**config.mk**
```make
export PLATFORM = sky130hd
export DESIGN_NAME = md_sequencer
export DESIGN_NICKNAME = d
export VERILOG_FILES = /design/src/rtl/md_sequencer.sv
export SDC_FILE = /design/constraint.sdc
export NUM_CORES = 1
export LEC_CHECK = 0
export ABC_AREA = 1
export BUFFER_PORTS_ARGS = -buffer_cell sky130_fd_sc_hd__clkbuf_2
export CAP_MARGIN = 20
export CORE_UTILIZATION = 45
export CTS_CLUSTER_DIAMETER = 40
export DETAILED_ROUTE_END_ITERATION = 8
export GPL_TIMING_DRIVEN = 0
export PLACE_DENSITY = 0.78
export RECOVER_POWER = 25
export SLEW_MARGIN = 20
export SYNTH_ARGS = -nofsm -noshare
export SYNTH_HDL_FRONTEND = slang
export SYNTH_SLANG_ARGS = --single-unit
```
**constraint.sdc**
```tcl
create_clock -name clk -period 1.25 [get_ports clk]
set_input_delay 0.25 -clock clk [delete_from_list [all_inputs] [get_ports clk]]
set_output_delay 0.25 -clock clk [all_outputs]
set_load 0.02 [all_outputs]
```
**src/rtl/md_sequencer.sv**
```systemverilog
// md_sequencer
//
// Multicycle sequencer for the multiply/divide resource. A one-cycle launch
// request from the main control unit starts a mult, a div, or (optionally) a
// divm with both operands fetched from memory. The block drives the Mult/Div
// unit enables, the Div operand-select muxes, the Hi/Lo source mux and write
// enables, and the memory address mux ownership during a divm fetch. It
// reports completion (done) or divide-by-zero (div0_excpt) and holds busy
// high for the whole operation.
//
// Optional feature macro: MD_DIVM_EN
//   defined   -> divm fetch states exist and op_sel 2'b10 runs divm.
//   undefined -> op_sel 2'b10 is ignored like 2'b11, and mem_own,
//                mem_addr_sel, mdr_write, div_a_sel, div_b_sel are tied to 0.
//
// Parameters:
//   MULT_CYCLES  cycles mult_ctrl is held before writeback (>= 1)
//   DIV_CYCLES   cycles the divider runs after operand load (>= 1)
//
// Ports:
//   clk           clock
//   reset         synchronous, active-high
//   op_start      launch pulse, sampled only in IDLE
//   op_sel        00 mult, 01 div, 10 divm, 11 reserved
//   divisor_zero  divider B input (post-mux) is zero
//   busy          state is not IDLE
//   done          one-cycle pulse in writeback
//   div0_excpt    one-cycle pulse on divide-by-zero
//   mult_ctrl     Mult unit run enable
//   div_a_write   Div operand A write enable
//   div_b_write   Div operand B write enable
//   div_a_sel     Div operand A select (0 A_Out, 1 MDR)
//   div_b_sel     Div operand B select (0 B_Out, 1 MDR)
//   md_select     Hi/Lo source select (0 Div, 1 Mult)
//   hi_write      Hi register write enable
//   lo_write      Lo register write enable
//   mem_own       this block owns the memory address mux
//   mem_addr_sel  memory address source (0 A_Out, 1 B_Out)
//   mdr_write     MDR write enable
//
// All outputs are registered copies of the next-state decode, so each output
// is a pure function of the current state.

module md_sequencer #(
    parameter int MULT_CYCLES = 32,
    parameter int DIV_CYCLES  = 32
) (
    input  logic       clk,
    input  logic       reset,
    input  logic       op_start,
    input  logic [1:0] op_sel,
    input  logic       divisor_zero,
    output logic       busy,
    output logic       done,
    output logic       div0_excpt,
    output logic       mult_ctrl,
    output logic       div_a_write,
    output logic       div_b_write,
    output logic       div_a_sel,
    output logic       div_b_sel,
    output logic       md_select,
    output logic       hi_write,
    output logic       lo_write,
    output logic       mem_own,
    output logic       mem_addr_sel,
    output logic       mdr_write
);

    localparam int MAX_CYC = (MULT_CYCLES > DIV_CYCLES) ? MULT_CYCLES : DIV_CYCLES;
    // Keep at least one counter bit so a 1-cycle configuration still elaborates.
    localparam int CNT_W   = (MAX_CYC > 1) ? $clog2(MAX_CYC) : 1;

    localparam logic [CNT_W-1:0] MULT_LOAD = CNT_W'(MULT_CYCLES - 1);
    localparam logic [CNT_W-1:0] DIV_LOAD  = CNT_W'(DIV_CYCLES - 1);

    localparam logic [1:0] OP_MULT = 2'b00;
    localparam logic [1:0] OP_DIV  = 2'b01;
`ifdef MD_DIVM_EN
    localparam logic [1:0] OP_DIVM = 2'b10;
`endif

    typedef enum logic [3:0] {
        S_IDLE,
        S_MULT_RUN,
        S_DIV_LOAD,
`ifdef MD_DIVM_EN
        S_RDA_ADDR,
        S_RDA_WAIT,
        S_LOADA,
        S_RDB_ADDR,
        S_RDB_WAIT,
        S_LOADB,
`endif
        S_DIV_RUN,
        S_WB,
        S_EXC
    } state_t;

    state_t           state_q, state_d;
    logic [CNT_W-1:0] cnt_q, cnt_d;
    logic [1:0]       op_q, op_d;

    logic busy_q, busy_d;
    logic done_q, done_d;
    logic div0_excpt_q, div0_excpt_d;
    logic mult_ctrl_q, mult_ctrl_d;
    logic div_a_write_q, div_a_write_d;
    logic div_b_write_q, div_b_write_d;
    logic md_select_q, md_select_d;
    logic hi_write_q, hi_write_d;
    logic lo_write_q, lo_write_d;
`ifdef MD_DIVM_EN
    logic div_a_sel_q, div_a_sel_d;
    logic div_b_sel_q, div_b_sel_d;
    logic mem_own_q, mem_own_d;
    logic mem_addr_sel_q, mem_addr_sel_d;
    logic mdr_write_q, mdr_write_d;
`endif

    // Next-state and counter logic.
    always_comb begin
        state_d = state_q;
        cnt_d   = cnt_q;
        op_d    = op_q;
        case (state_q)
            S_IDLE: begin
                if (op_start) begin
                    case (op_sel)
                        OP_MULT: begin
                            state_d = S_MULT_RUN;
                            cnt_d   = MULT_LOAD;
                            op_d    = op_sel;
                        end
                        OP_DIV: begin
                            state_d = S_DIV_LOAD;
                            op_d    = op_sel;
                        end
`ifdef MD_DIVM_EN
                        OP_DIVM: begin
                            state_d = S_RDA_ADDR;
                            op_d    = op_sel;
                        end
`endif
                        default: ; // reserved selects are ignored
                    endcase
                end
            end
            S_MULT_RUN: begin
                if (cnt_q == '0) state_d = S_WB;
                else             cnt_d   = cnt_q - CNT_W'(1);
            end
            S_DIV_LOAD: begin
                if (divisor_zero) begin
                    state_d = S_EXC;
                end else begin
                    state_d = S_DIV_RUN;
                    cnt_d   = DIV_LOAD;
                end
            end
`ifdef MD_DIVM_EN
            // Memory reads are synchronous, so each operand needs an address
            // cycle, a wait cycle that captures MDR, and a load cycle.
            S_RDA_ADDR: state_d = S_RDA_WAIT;
            S_RDA_WAIT: state_d = S_LOADA;
            S_LOADA:    state_d = S_RDB_ADDR;
            S_RDB_ADDR: state_d = S_RDB_WAIT;
            S_RDB_WAIT: state_d = S_LOADB;
            S_LOADB: begin
                if (divisor_zero) begin
                    state_d = S_EXC;
                end else begin
                    state_d = S_DIV_RUN;
                    cnt_d   = DIV_LOAD;
                end
            end
`endif
            S_DIV_RUN: begin
                if (cnt_q == '0) state_d = S_WB;
                else             cnt_d   = cnt_q - CNT_W'(1);
            end
            S_WB:    state_d = S_IDLE;
            S_EXC:   state_d = S_IDLE;
            default: state_d = S_IDLE;
        endcase
    end

    // Output decode from the next state; registered below so outputs track
    // the state register exactly.
    always_comb begin
        busy_d        = (state_d != S_IDLE);
        done_d        = (state_d == S_WB);
        div0_excpt_d  = (state_d == S_EXC);
        mult_ctrl_d   = (state_d == S_MULT_RUN);
        hi_write_d    = (state_d == S_WB);
        lo_write_d    = (state_d == S_WB);
        md_select_d   = (state_d == S_WB) && (op_d == OP_MULT);
        div_a_write_d = (state_d == S_DIV_LOAD);
        div_b_write_d = (state_d == S_DIV_LOAD);
`ifdef MD_DIVM_EN
        div_a_write_d  = div_a_write_d || (state_d == S_LOADA);
        div_b_write_d  = div_b_write_d || (state_d == S_LOADB);
        div_a_sel_d    = (state_d == S_LOADA);
        div_b_sel_d    = (state_d == S_LOADB);
        mem_own_d      = (state_d == S_RDA_ADDR) || (state_d == S_RDA_WAIT) ||
                         (state_d == S_RDB_ADDR) || (state_d == S_RDB_WAIT);
        mem_addr_sel_d = (state_d == S_RDB_ADDR) || (state_d == S_RDB_WAIT);
        mdr_write_d    = (state_d == S_RDA_WAIT) || (state_d == S_RDB_WAIT);
`endif
    end

    always_ff @(posedge clk) begin
        if (reset) begin
            state_q        <= S_IDLE;
            cnt_q          <= '0;
            op_q           <= '0;
            busy_q         <= 1'b0;
            done_q         <= 1'b0;
            div0_excpt_q   <= 1'b0;
            mult_ctrl_q    <= 1'b0;
            div_a_write_q  <= 1'b0;
            div_b_write_q  <= 1'b0;
            md_select_q    <= 1'b0;
            hi_write_q     <= 1'b0;
            lo_write_q     <= 1'b0;
`ifdef MD_DIVM_EN
            div_a_sel_q    <= 1'b0;
            div_b_sel_q    <= 1'b0;
            mem_own_q      <= 1'b0;
            mem_addr_sel_q <= 1'b0;
            mdr_write_q    <= 1'b0;
`endif
        end else begin
            state_q        <= state_d;
            cnt_q          <= cnt_d;
            op_q           <= op_d;
            busy_q         <= busy_d;
            done_q         <= done_d;
            div0_excpt_q   <= div0_excpt_d;
            mult_ctrl_q    <= mult_ctrl_d;
            div_a_write_q  <= div_a_write_d;
            div_b_write_q  <= div_b_write_d;
            md_select_q    <= md_select_d;
            hi_write_q     <= hi_write_d;
            lo_write_q     <= lo_write_d;
`ifdef MD_DIVM_EN
            div_a_sel_q    <= div_a_sel_d;
            div_b_sel_q    <= div_b_sel_d;
            mem_own_q      <= mem_own_d;
            mem_addr_sel_q <= mem_addr_sel_d;
            mdr_write_q    <= mdr_write_d;
`endif
        end
    end

    assign busy         = busy_q;
    assign done         = done_q;
    assign div0_excpt   = div0_excpt_q;
    assign mult_ctrl    = mult_ctrl_q;
    assign div_a_write  = div_a_write_q;
    assign div_b_write  = div_b_write_q;
    assign md_select    = md_select_q;
    assign hi_write     = hi_write_q;
    assign lo_write     = lo_write_q;
`ifdef MD_DIVM_EN
    assign div_a_sel    = div_a_sel_q;
    assign div_b_sel    = div_b_sel_q;
    assign mem_own      = mem_own_q;
    assign mem_addr_sel = mem_addr_sel_q;
    assign mdr_write    = mdr_write_q;
`else
    assign div_a_sel    = 1'b0;
    assign div_b_sel    = 1'b0;
    assign mem_own      = 1'b0;
    assign mem_addr_sel = 1'b0;
    assign mdr_write    = 1'b0;
`endif

endmodule

```
==> metrics.cfg <==
[drt]
wl_met3_um = 78
wl_um = 1720
drt-initial-drc-count = 9
ant_nets = 0
drc = 0
dr.max_layer_used = met4
routed_via_density = 4.57
vias = 800
wire_per_inst_um = 9.82
drtPass1Iterations = 4
drt-met1-wl_um = 754
route.met2.wl_um = 863

[logic_synthesis]
syn_avg_cell_area_um2 = 7.30
synth_most_common_cell = nand2_1
syn-cell-area_um2 = 912
synth_top_area_share_pct = 37.3
yosys-top-cells-count = 23 x nand2_1, 18 x inv_1, 17 x dfxtp_1
synth_top_family_by_area = simple AND/OR/NAND/NOR gates
synth_xor_area_share_pct = 0.960
synth-main-ff-cell = dfxtp_1
synthAdderAreaFrac_pct = 2.74
yosysTopAreaCell = dfxtp_1
syn_inst = 125
synth_compound_gate_area_share_pct = 4.39
yosys_warnings = 0
synthSimpleGateAreaFrac_pct = 39.4
ys_seq_area_share_pct = 37.3
netlist_top_cells_area = dfxtp_1 37%, nand2_1 9.5%, nand3_1 7.7%, inv_1 7.4%, buf_4 6.6%
ys_ff_latch = 17
synth.area.mux_share_pct = 0
ys_types = 21
synth_edf_count = 0
synthArstFlopShare_pct = 0

[finish]
regArea_um2 = 343
drive_above_1_share_pct = 40.7
fillers = 168
stdcell_area_um2 = 1120
diodes = 0
area_growth_pct = 23.0
fin_cells = 175
nNetsFinal = 159
multi_input_comb_area_um2 = 497

[pwr]
clkPwrFrac_pct = 26.6
power_frac_seq_pct = 53.7
peakVddDrop_mv = 0.544
p_int_mw = 0.764
powerDensity_nw_per_um2 = 959
combPwrFrac_pct = 19.6
fin_total_pwr_mw = 1.08
p_leak_nw = 0.580
p_sw_mw = 0.312
p_sw_share_pct = 29.0

[floorplanning]
die-area_um2 = 2210
die_h_um = 47.0
pin_count = 20
chipWidth_um = 47.0
core-area_um2 = 1820
fp-row-count = 15
start_util_pct = 50.1

[timing]
max_freq_mhz = 787
hold_violations = 0
min_period_ns = 1.27
drv_slew = 0
period_share_pct = 102
clock_skew_ns = 0.00524
finalSetupViolations = 5
rsz0062_at_grt = true
worst_slack_ns = -0.0201
tns_ns = -0.0650

[clocking]
cts_tree = yes
cts.root.buffer_cell = clkbuf_4
clockBufferDepth = 2
insertion_delay_ns = 0.29
clkSinkCount = 17
path_clk_slew_ns = 0.10
cts_hold_buf = 0
cts.htree.levels = 1
cts_buffers = 3

[worst_setup_path]
worstSetupEndpointType = flip-flop
reg2reg_slack_ns = -0.02
cp.required_ns = 1.49
cp_slowest_stage_delay_ns = 0.35
crit_fanout = 5
critical_path_class = reg -> reg
worstReg2RegStart = cnt_q[1]$_SDFFE_PP0P_
slowest_stage = dfxtp_2
crit_arrival_ns = 1.51
crit_start = cnt_q[1]$_SDFFE_PP0P_
cp_cell_sequence = inv_2, ha_4, inv_2, nor2_2, nand2_2, nor2_4, nor2_4, nand2_2, nand2_1, nand2_1, nor2_2
critPathLaunchType = flip-flop

[global_routing]
grt_pass1_vias = 668
grt_max_degree = 11
grt_antenna_before_repair = 0
grt_overflow = 0
track_usage_pct = 17.9
grt_pass1_wl_um = 2690

[outcome]
status = complete, but fails checks
violations = negative setup slack

[place]
placedCellCount = 168
dp.final_hpwl_um = 1380
port_buffers = 13
postPlaceCellArea_um2 = 1030
gp_congestion = 0.831

[min_path]
holdCritPathClass = in -> reg
holdCritStartpoint = divisor_zero

[job]
drv_cap = 0

[cell families after synthesis]
logic type / after synthesis
adder cells (fa/ha/maj): 2
other: 1
buffers and inverters: 28
XOR/XNOR: 1
flip-flops: 17
AO/OA/AOI/OAI: 8
AND/OR/NAND/NOR: 68
[critical path: cells and delay by family, from the launching register on]
kind,cells,cell delay (ns)
adders and majority gates,1,0.15
and+or+nand+nor,8,0.60
buffers and inverters,2,0.09
DFF,1,0.35
[layout by cell type (no fill, tap or decap), types with 6 or more instances in the layout]
cell type / n
inv_1: 15
dfxtp_1: 15
nand2_1: 22
nor2_2: 9
buf_4: 11
conb_1: 6
clkbuf_2: 12
nand3_1: 12
nand2_2: 7
nor2_1: 7
[worst paths after layout]
| path | to | depth (start not counted) |
|---|---|---|
| max | cnt_q[1]$_SDFFE_PP0P_ | 11 |
| min | div0_excpt$_SDFF_PP0_ | 3 |
| max reg2reg | cnt_q[1]$_SDFFE_PP0P_ | 11 |
| min reg2reg | op_q[1]$_SDFF_PP0_ | 2 |
[cell type report]
class,count,area share (%)
well taps,25,2.79
clock inverters,1,0.446
clock buffers,3,2.01
flip-flops and latches,17,30.5
multi-input cells,85,44.3
repair buffers,16,7.69
inverters,19,6.58
plain buffers,9,5.69
[per-layer routing]
layer / global-route usage [%] / vias up
met4: 6.86 / 0
li1: - / 425
met1: 20.4 / 354
met5: 0 / -
met2: 30.0 / 16
met3: 7.31 / 5
[sequential cells by signal (all words and copies together), names as in the netlist]
name	count
busy	1
div0_excpt	1
md_select	1
div_b_write	1
state_q	4
lo_write	1
op_q	2
cnt_q	5
mult_ctrl	1
[power by group through the flow]
stage | logic (mW) | registers (mW) | clock network (mW)
6_report | 0.211 | 0.578 | 0.287
5_1_grt | 0.237 | 0.581 | 0.322
4_1_cts | 0.208 | 0.579 | 0.294
3_5_place_dp | 0.185 | 0.589 | 0
3_3_place_gp | 0.180 | 0.587 | 0
2_1_floorplan | 0.146 | 0.590 | 0
[timing repair]
action	4_1_cts	5_1_grt
endpoints found under the setup margin	10	12
setup buffers	2	1
endpoints found under the hold margin	0	0
gates resized for setup	13	2
pin swaps	8	5
[through the flow]
stage | utilization, % | worst slack [ns] | hold WS [ns]
floorplan | - | 0.0455 | 0.433
global placement | 56.6 | -0.0667 | 0.450
detailed placement | 56.6 | -0.0940 | 0.460
CTS | 61.2 | -0.0483 | 0.264
global route | 61.6 | -0.104 | 0.272
finish | 61.6 | -0.0201 | 0.263
Note: power is estimated with default switching activity, not from simulation.
